## src/rtl/pwm_sequencer.sv

```systemverilog
// Table-driven sequencer for the 8-bit PWM core: steps through stored {period, pulse, size, repeat}
// settings one PWM period at a time, switching only on period boundaries, using a mirror counter.
module pwm_sequencer #(
    parameter int DEPTH = 4,
    parameter int AW    = $clog2(DEPTH)
) (
    input  logic          PCLK,
    input  logic          PRESETn,
    input  logic          cfg_we,
    input  logic [AW-1:0] cfg_addr,
    input  logic [31:0]   cfg_period,
    input  logic [31:0]   cfg_pulse,
    input  logic [7:0]    cfg_size,
    input  logic [15:0]   cfg_repeat,
    input  logic [AW-1:0] last_idx,
    input  logic          loop,
    input  logic          start,
    input  logic          stop,
    output logic [31:0]   period,
    output logic [31:0]   pulse,
    output logic [31:0]   size,
    output logic [31:0]   enable,
    output logic          busy,
    output logic [AW-1:0] idx,
    output logic          done
);

    typedef enum logic [1:0] {IDLE, RUN, DRAIN} state_t;

    localparam logic [AW-1:0] LAST_MAX = AW'(DEPTH - 1);

    state_t        state;
    logic [31:0]   tbl_period [DEPTH];
    logic [31:0]   tbl_pulse  [DEPTH];
    logic [7:0]    tbl_size   [DEPTH];
    logic [15:0]   tbl_repeat [DEPTH];

    logic [31:0]   period_r;
    logic [31:0]   pulse_r;
    logic [7:0]    size_r;
    logic [15:0]   rep_lim;
    logic          en_r;
    logic          busy_r;
    logic          done_r;
    logic [AW-1:0] idx_r;
    logic [31:0]   cnt;
    logic [15:0]   rep;

    logic [AW-1:0] last_eff;
    logic [AW-1:0] ld_idx;
    logic          period_end;
    logic          entry_last;
    logic          do_load;
    logic          do_finish;

    // Load/finish decisions for this cycle; the FSM below only applies them.
    always_comb begin
        last_eff   = (32'(last_idx) >= 32'(DEPTH)) ? LAST_MAX : last_idx;
        period_end = (state != IDLE) && (cnt == period_r);
        entry_last = (rep == rep_lim);
        ld_idx     = '0;
        if (state != IDLE && idx_r != last_eff)
            ld_idx = (idx_r == LAST_MAX) ? '0 : idx_r + AW'(1);
        do_finish  = period_end &&
                     ((state == DRAIN) || stop || (entry_last && idx_r == last_eff && !loop));
        do_load    = ((state == IDLE) && start) ||
                     ((state == RUN) && period_end && entry_last && !do_finish);
    end

    // Table storage; a load in the same cycle as a write sees the old contents.
    always_ff @(posedge PCLK or negedge PRESETn) begin
        if (!PRESETn) begin
            for (int i = 0; i < DEPTH; i++) begin
                tbl_period[i] <= '0;
                tbl_pulse[i]  <= '0;
                tbl_size[i]   <= '0;
                tbl_repeat[i] <= '0;
            end
        end else if (cfg_we && (32'(cfg_addr) < 32'(DEPTH))) begin
            tbl_period[cfg_addr] <= cfg_period;
            tbl_pulse[cfg_addr]  <= cfg_pulse;
            tbl_size[cfg_addr]   <= cfg_size;
            tbl_repeat[cfg_addr] <= cfg_repeat;
        end
    end

    always_ff @(posedge PCLK or negedge PRESETn) begin
        if (!PRESETn) begin
            state    <= IDLE;
            period_r <= '0;
            pulse_r  <= '0;
            size_r   <= '0;
            rep_lim  <= '0;
            en_r     <= 1'b0;
            busy_r   <= 1'b0;
            done_r   <= 1'b0;
            idx_r    <= '0;
            cnt      <= '0;
            rep      <= '0;
        end else begin
            done_r <= 1'b0;
            if (state != IDLE)
                cnt <= period_end ? '0 : cnt + 32'd1;

            if (do_load) begin
                period_r <= tbl_period[ld_idx];
                pulse_r  <= tbl_pulse[ld_idx];
                size_r   <= tbl_size[ld_idx];
                rep_lim  <= tbl_repeat[ld_idx];
                idx_r    <= ld_idx;
                rep      <= '0;
            end else if (period_end && state == RUN && !stop) begin
                rep <= rep + 16'd1;
            end

            case (state)
                IDLE: begin
                    if (start) begin
                        cnt    <= '0;
                        en_r   <= 1'b1;
                        busy_r <= 1'b1;
                        state  <= RUN;
                    end
                end
                RUN, DRAIN: begin
                    if (do_finish) begin
                        en_r   <= 1'b0;
                        busy_r <= 1'b0;
                        done_r <= 1'b1;
                        rep    <= '0;
                        state  <= IDLE;
                    end else if (stop) begin
                        state <= DRAIN;
                    end
                end
                default: state <= IDLE;
            endcase
        end
    end

    assign period = period_r;
    assign pulse  = pulse_r;
    assign size   = {24'd0, size_r};
    assign enable = {31'd0, en_r};
    assign busy   = busy_r;
    assign idx    = idx_r;
    assign done   = done_r;

endmodule

```

## config.mk

```make
export PLATFORM = sky130hd
export DESIGN_NAME = pwm_sequencer
export DESIGN_NICKNAME = d
export VERILOG_FILES = /design/src/rtl/pwm_sequencer.sv
export SDC_FILE = /design/constraint.sdc
export NUM_CORES = 1
export LEC_CHECK = 0
export CORE_ASPECT_RATIO = 0.75
export CORE_MARGIN = 2
export CORE_UTILIZATION = 48
export DETAILED_ROUTE_END_ITERATION = 7
export DONT_BUFFER_PORTS = 1
export PLACE_DENSITY = 0.7
export REMOVE_ABC_BUFFERS = 1
export SLEW_MARGIN = 20
export SYNTH_ARGS = -nofsm -noshare
export SYNTH_HDL_FRONTEND = slang
export SYNTH_SLANG_ARGS = --single-unit
```

## constraint.sdc

```tcl
create_clock -name PCLK -period 5.1 [get_ports PCLK]
set_clock_uncertainty 0.05 [all_clocks]
set_input_delay 1.53 -clock PCLK [delete_from_list [all_inputs] [get_ports PCLK]]
set_output_delay 1.53 -clock PCLK [all_outputs]
set_load 0.02 [all_outputs]
```

==> results.cfg, run 1 <==
[synthesis]
syn_inst = 1847
synth_edf_count = 0
synth-main-ff-cell = dfrtp_1
post_synth_num_cell_types = 44
ys_async_sr_fraction = 1.000
synth_area_leaders = dfrtp_1 (55%), mux2_2 (22%), nand2_1 (3.2%)
synth_seq_cells = 494
synth_top_area_frac = 0.5452
synth.most_common_cell = dfrtp_1
synth_top_area_cell = dfrtp_1
yosysWarningCount = 0
synth_commonest_cells = dfrtp_1 (494), mux2_2 (437), nand2_1 (193)
yosysSeqAreaShare = 0.5452
syn-cell-area_um2 = 22670
avgSynthCellArea_um2 = 12.28

[layout]
layout.cells.non_filler = 2464
syn_to_final_growth_pct = 9.353
drive_gt1_frac = 0.2966
fill_cells = 3893
antenna_cells = 0
finalNetCount = 1902
final_util = 0.5357

[cts]
clk_latency_ns = 0.56
cts_resized = 0
clk_pin_slew_ns = 0.06
cts_tree = built
post_cts_buffers = 0
cts_buffer_depth = 3
hold_buffers = 0
htreeDepth = 2
cts_sinks = 494
cts_inserted_buffers = 49
cts-root-buf = clkbuf_16

[power]
power.density_nw_per_um2 = 542.8
power.net_switching_w = 0.004542
p_leak_nw = 10.53
ir_drop_mv = 0.3477
sw_frac_of_total = 0.3375
internal_power_w = 0.008917
power_frac_seq = 0.439
power.total_w = 0.01346
clkPwrFrac = 0.281
share_comb_of_total_power = 0.280

[sta]
fin_hold_ws_ns = 0.4461
finalHoldViolations = 0
max_freq_ghz = 0.2533
finalSetupViolCount = 0
tightest_slew_ns = 1.371
rsz0062_at_grt = false
slew_violations = 0
layout_setup_ws_ns = 1.153
period_needed_ns = 3.947
relSlewSlack = 0.08633
finalCritPeriodShare = 0.7740

[setup_path]
regToRegStartpoint = period[17]
crit_required_ns = 5.48
r2r-end = pulse[9]
path_class = reg2reg
worst_setup_path_start_kind = register
end_kind = register
arrival_ns = 4.33
ff2ff_path_depth = 7
r2r_slack_ns = 1.15
critPathMaxFanout = 82

[flow_run]
drv_cap = 0

[place]
dp_slack_ns = 1.111
dp_cells = 2376
dpl.hpwl_um = 28880
portBuffers = 0
gp_congestion = 0.8253

[floorplanning]
die_w_um = 255.0
start_util = 0.4899
dieArea_um2 = 49010
core_region_area_um2 = 46280
row_count = 68
die_y_um = 192.2
boundaryPins = 230

[detailed_routing]
drt-wirelength-per-cell_um = 20.20
dr.pass1.iters = 5
drc = 0
vias = 13884
finalWirelength_um = 49760
antenna_left = 0
via_per_inst = 5.635
drtIter0Drc = 900

[worst_hold_path]
hold_path_depth = 1
hp-class = reg2reg
worstHoldStart = tbl_repeat[53]
holdPathEnd = tbl_repeat[53]

[global_routing]
grtUsageTotal = 0.2052
grt_max_degree = 495
antenna_found_initial = 0
grt_pass1_wl_um = 79660
grt_pass1_vias = 14405
gr-total-overflow = 0

[run_status]
status = complete, no violations
==> routing by layer <==
metal,up-vias,track usage,part of all wire
li1,6341,-,-
met1,7229,0.2713,0.44
met2,254,0.3413,0.48
met3,60,0.04987,0.061
met4,0,0.04858,0.017
met5,-,0,0
==> state kept, by name, indices dropped and copies added, names as in the netlist <==
signal,cells
rep,16
state,2
cnt,32
idx,2
pulse,32
tbl_period,128
done,1
tbl_size,32
busy,1
size_r,8
period,32
tbl_pulse,128
rep_lim,16
tbl_repeat,64
==> power by group through the flow <==
stage | Combinational (W) | Clock (W) | Sequential, W
floorplan | 0.00307 | 0 | 0.00569
detailed placement | 0.00380 | 0 | 0.00598
global placement | 0.00370 | 0 | 0.00593
CTS | 0.00383 | 0.00389 | 0.00591
finish | 0.00377 | 0.00379 | 0.00590
global route | 0.00418 | 0.00406 | 0.00602
==> through the flow <==
stage	area, um^2	TNS [ns]
3_3_place_gp	23090	0
2_1_floorplan	21980	-783.62
3_5_place_dp	23090	0
4_1_cts	24800	0
5_1_grt	24800	0
6_report	24800	0
==> area by class of cell <==
class / instances / area [um^2] / share of cell area
timing repair buffer: 17 / 277.8 / 0.01120
multi-input combinational: 1228 / 9641 / 0.3888
sequential: 494 / 12360 / 0.4986
clock buffer: 70 / 1455 / 0.05869
tap: 630 / 788.3 / 0.03179
inverter: 7 / 26.28 / 0.001060
clock inverter: 18 / 245.2 / 0.009891
==> critical path, cell delays in order, from the launching register on <==
cell and delay (ns):
dfrtp_1 0.50, xor2_1 0.22, nor4_1 0.58, nand3_1 0.46, or3_1 0.70, o31ai_4 0.39
buf_12 0.46, mux2_2 0.40
==> layout by cell type, fill, tap and decap left out, types with 17 or more instances in the layout <==
cell	netlist	layout
xor2_1	66	66
nand4_1	17	17
a31oi_1	88	88
clkbuf_16	0	49
mux2_2	437	437
nor4_1	19	19
and2_1	92	92
xnor2_1	24	24
dfrtp_1	494	494
conb_1	1	55
nand2_1	193	193
nor2_1	42	42
a211oi_1	94	94
==> cells by family after synthesis <==
group,share of synthesized area
multiplexers,0.2208
XOR/XNOR,0.03476
AO/OA/AOI/OAI,0.06114
other,0.0001654
AND/OR/NAND/NOR,0.09353
flip-flops,0.5452
buffers and inverters,0.04050
adder cells (fa/ha/maj),0.003863
==> worst max path at each step <==
stage / from / endpoint / slack, ns / cells after the start
after floorplan: last_idx[1] / period[0] / -5.08 / 6
after global placement: period[17] / size_r[5] / 1.20 / 7
after detailed placement: period[17] / size_r[4] / 1.11 / 7
after CTS: period[17] / pulse[9] / 1.10 / 7
after global routing: period[17] / pulse[9] / 0.92 / 7
final: period[17] / pulse[9] / 1.15 / 7
No activity file was read; power rests on OpenSTA's default activity.
==> run 2: changes to the inputs <==
PLACE_DENSITY = 0.72   (was 0.7)
clock period = 3.3 ns   (was 5.1 ns; I/O delays follow)
==> run 2 against run 1 <==
  * The flow now finishes with violations (max-slew violations)
  * First-iteration DRC count increased by 11%
  * Sequential power up 53%
  * Routed wire length grew 0.82%
  * Sequential cell count stayed put
  * Via count is 1.0% higher
  * Critical path type unchanged
  * Hold slack worse by 0.36 ns
  * Final area is 0.83% higher
  * Core utilization rose by 0.45 points
  * Clock power increased by 54%
  * Final cell count rose by 0.77%
==> results.cfg, run 2 (same netlist as run 1, synthesis figures left out) <==
[setup_path]
crit_required_ns = 3.68
path_class = reg2reg
r2r-end = pulse[17]
end_kind = register
arrival_ns = 3.55
worst_setup_path_start_kind = register
r2r_slack_ns = 0.13
regToRegStartpoint = period[16]
critPathMaxFanout = 54
ff2ff_path_depth = 7

[detailed_routing]
vias = 14025
drc = 0
drtIter0Drc = 1003
drt-wirelength-per-cell_um = 20.21
finalWirelength_um = 50170
antenna_left = 0
via_per_inst = 5.648
dr.pass1.iters = 5

[power]
power_frac_seq = 0.429
p_leak_nw = 10.62
ir_drop_mv = 0.4641
clkPwrFrac = 0.278
power.total_w = 0.02099
share_comb_of_total_power = 0.293
power.net_switching_w = 0.007077
power.density_nw_per_um2 = 839.4
sw_frac_of_total = 0.3372
internal_power_w = 0.01391

[sta]
max_freq_ghz = 0.3154
layout_setup_ws_ns = 0.1296
period_needed_ns = 3.170
relSlewSlack = -0.2042
slew_violations = 234
setup_tns_ns = 0
rsz0062_at_grt = false
tightest_slew_ns = 1.806
finalCritPeriodShare = 0.9607
finalHoldViolations = 0
finalSetupViolCount = 0

[layout]
drive_gt1_frac = 0.3006
antenna_cells = 0
syn_to_final_growth_pct = 10.26
finalNetCount = 1921
fill_cells = 3870
top_regs = tbl_period: 128 flops, tbl_pulse: 128 flops, tbl_repeat: 64 flops
final_common_cell = dfrtp_1
layout_common_cells = dfrtp_1 (494), mux2_2 (437), nand2_1 (193)

[run_status]
violations = max-slew violations
status = finished with violations

[floorplanning]
start_util = 0.4899
row_count = 68
die_w_um = 255.0
core_region_area_um2 = 46280
dieArea_um2 = 49010
die_y_um = 192.2
boundaryPins = 230

[flow_run]
drv_cap = 0

[global_routing]
gr-total-overflow = 0
grt_pass1_wl_um = 79560
grtUsageTotal = 0.2046
grt_pass1_vias = 14453
grt_max_degree = 495
antenna_found_initial = 0

[cts]
cts_tree = built
cts_buffer_depth = 3
cts_sinks = 494
cts-root-buf = clkbuf_16
htreeDepth = 2
cts_inserted_buffers = 49
post_cts_buffers = 0
clk_latency_ns = 0.57
clk_pin_slew_ns = 0.06

[place]
gp_congestion = 0.8406
portBuffers = 0
dpl.hpwl_um = 30170
dp_slack_ns = 0.1106

[worst_hold_path]
hp-class = in2async
-- run 2: cell count changes in the layout (fill, tap and decap cells not counted) --
cell / delta
buf_12: +5
clkinv_8: +1
clkbuf_8: -4
bufinv_16: -1
clkbuf_16: +2
buf_4: +13
clkinv_4: +1
clkinvlp_4: +1
clkinv_2: -8
inv_6: +2
buf_6: +1
clkbuf_1: +6
-- run 2: final cells by class --
| class | instances | area [um^2] | area share |
|---|---|---|---|
| Clock inverter | 14 | 225.2 | 0.009008 |
| Multi-Input combinational cell | 1228 | 9641 | 0.3856 |
| Clock buffer | 74 | 1473 | 0.05890 |
| Tap cell | 630 | 788.3 | 0.03153 |
| Timing Repair Buffer | 36 | 486.7 | 0.01947 |
| Inverter | 7 | 26.28 | 0.001051 |
| Sequential cell | 494 | 12360 | 0.4944 |
-- run 2: worst max-delay path, cell delays in order, from the launching register on --
cell and delay, ns:
dfrtp_1 0.49, xor2_1 0.22, nor4_2 0.44, nand3_1 0.18, or3_1 0.49, o31ai_4 0.43
buf_12 0.33, mux2_2 0.38
-- run 2: worst max path at each step --
stage	start	endpoint	slack, ns	cells past startpoint
floorplan	last_idx[1]	period[0]	-6.34	6
CTS	period[16]	period[10]	0.09	7
detailed placement	period[16]	period[14]	0.11	7
global placement	period[16]	period[7]	0.14	7
finish	period[16]	pulse[17]	0.13	7
global route	period[16]	pulse[17]	0.001	7
-- run 2: metrics by stage --
step | util | cells | hold WS (ns) | instance area, um^2
after floorplan | - | 1729 | 0.4223 | 21980
after global placement | 0.5034 | 2395 | 0.4305 | 23300
after detailed placement | 0.5034 | 2395 | 0.4373 | 23300
after CTS | 0.5401 | 2483 | 0.06013 | 25000
after global routing | 0.5402 | 2483 | 0.05491 | 25000
final | 0.5402 | 2483 | 0.08644 | 25000
-- run 2: power groups by stage --
stage / registers (W) / logic, W / clock network (W)
finish: 0.00901 / 0.00614 / 0.00583
global route: 0.00919 / 0.00673 / 0.00624
CTS: 0.00903 / 0.00619 / 0.00597
detailed placement: 0.00913 / 0.00614 / 0
global placement: 0.00904 / 0.00597 / 0
floorplan: 0.00879 / 0.00446 / 0
-- run 2: what timing repair did --
action                                  in CTS  in global routing
endpoints found under the setup margin       0                 21
resized for setup                            0                  1
endpoints found under the hold margin        0                  0
hold buffers                                 0                  0
-- run 2: layer usage --
layer  share of wire  up-vias  track usage
li1                -     6380            -
met1            0.43     7274       0.2705
met2            0.48      303       0.3360
met3           0.074       68      0.05746
met4           0.016        0      0.04498
met5               0        -            0
==> run 3: changes to the inputs <==
CORE_UTILIZATION = 35   (was 48)
PLACE_DENSITY = 0.58   (was 0.72)
==> run 3 against run 2 <==
  * The run now ends clean
  * Register-to-register slack better by 0.04 ns
  * Sequential cell count stayed put
  * Via count did not move
  * Global-route usage fell by 4.2 points
  * First-iteration DRC count shrank 31%
  * Core utilization fell by 14 points
  * Non-clock buffer count is 12 higher
  * Final area increased by 2.1%
  * Count of clock-buffer cells in the layout increased by 1
  * Largest cell class unchanged
  * Largest power group unchanged
==> results.cfg, run 3 (same netlist as run 1, synthesis figures left out) <==
[sta]
finalCritPeriodShare = 0.9484
tightest_slew_ns = 1.429
finalHoldViolations = 0
relSlewSlack = 0.04756
setup_tns_ns = 0
period_needed_ns = 3.130
max_freq_ghz = 0.3195
finalSetupViolCount = 0
rsz0062_at_grt = false
slew_violations = 0

[setup_path]
r2r_slack_ns = 0.17
worstSetupStartpoint = period[30]
end_kind = register
critPathMaxFanout = 18
regToRegStartpoint = period[30]
path_class = reg2reg
r2r-end = period[21]
crit_required_ns = 3.72
worst_setup_path_start_kind = register
ff2ff_path_depth = 8
arrival_ns = 3.55

[layout]
finalNetCount = 1935
top_regs = tbl_period: 128 flops, tbl_pulse: 128 flops, tbl_repeat: 64 flops
drive_gt1_frac = 0.3100
final_common_cell = dfrtp_1
fill_cells = 6051
syn_to_final_growth_pct = 12.60
regArea_um2 = 12360
multi_input_area_um2 = 9641
antenna_cells = 0
layout.cells.non_filler = 2732
post-route-cell-area_um2 = 25530
layout_common_cells = dfrtp_1 (494), mux2_2 (437), nand2_1 (193)

[place]
gp_congestion = 0.8439
post_dp_cell_area_um2 = 23700
dp_cells = 2636
portBuffers = 0
dpl.hpwl_um = 33960

[global_routing]
grt_pass1_wl_um = 85850
grtUsageTotal = 0.1630
antenna_found_initial = 0
grt_max_degree = 495
gr-total-overflow = 0
grt_pass1_vias = 14480

[floorplanning]
row_count = 80
boundaryPins = 230
dieArea_um2 = 66860
start_util = 0.3551
die_y_um = 224.4
core_region_area_um2 = 63860
die_w_um = 297.9

[cts]
cts-root-buf = clkbuf_16
cts_sinks = 494
clk_latency_ns = 0.60
cts_buffer_depth = 3
clk_pin_slew_ns = 0.06
hold_buffers = 0
htreeDepth = 2
cts_inserted_buffers = 51
cts_tree = built

[detailed_routing]
via_per_inst = 5.134
finalWirelength_um = 54800
dr.pass1.iters = 5
antenna_left = 0
vias = 14025
drt-wirelength-per-cell_um = 20.06
drc = 0
drtIter0Drc = 693

[power]
ir_drop_mv = 0.4241
p_leak_nw = 10.76
power.density_nw_per_um2 = 839.7

[flow_run]
drv_cap = 0

[run_status]
status = complete, no violations

[worst_hold_path]
hp-class = in2async
-- run 3: per-stage QoR --
stage / total power [W] / utilization / setup slack, ns / hold WS [ns]
6_report: 0.02144 / 0.3998 / 0.1702 / 0.07036
5_1_grt: 0.02281 / 0.3998 / 0.05005 / 0.01844
4_1_cts: 0.02175 / 0.3992 / 0.1125 / 0.01084
3_5_place_dp: 0.01553 / 0.3711 / 0.1350 / 0.4372
3_3_place_gp: 0.01533 / 0.3711 / 0.1284 / 0.4307
2_1_floorplan: 0.01325 / - / -6.344 / 0.4223
-- run 3: layout make-up --
type / instances / share of cell area
multi-input cells: 1228 / 0.3776
well taps: 861 / 0.04219
flip-flops and latches: 494 / 0.4842
inverters: 7 / 0.001029
clock inverters: 19 / 0.009654
repair buffers: 48 / 0.02475
clock buffers: 75 / 0.06062
-- run 3: per-layer routing --
metal,vias up,GRT usage,part of all wire
met2,244,0.2629,0.47
met3,73,0.04965,0.068
li1,6417,-,-
met1,7291,0.2150,0.45
met4,0,0.03971,0.017
met5,-,0,0
-- run 3: worst max-delay path by stage --
| stage | end | depth (start not counted) | slack, ns |
|---|---|---|---|
| after floorplan | period[0] | 6 | -6.34 |
| after detailed placement | pulse[4] | 7 | 0.14 |
| final | period[21] | 8 | 0.17 |
| after global placement | pulse[1] | 7 | 0.13 |
| after CTS | pulse[4] | 7 | 0.11 |
| after global routing | period[2] | 8 | 0.05 |
-- run 3: repair_timing --
item / in CTS / in global routing
endpoints found under the setup margin: 0 / 7
resized for setup: 0 / 1
setup buffers: 0 / 1
endpoints found under the hold margin: 0 / 0
-- run 3: worst max-delay path, cell delays in order, from the launching register on --
cell and delay [ns]:
dfrtp_1 0.49, xor2_1 0.21, nor4_1 0.39, nand4_1 0.26
or3_1 0.48, o31ai_4 0.31, buf_12 0.16, buf_4 0.28
mux2_2 0.37
-- run 3: where the power goes --
| group | internal, W | switching, W |
|---|---|---|
| clock | 0.00364 | 0.00245 |
| combinational | 0.00301 | 0.00333 |
| sequential | 0.00749 | 0.00152 |
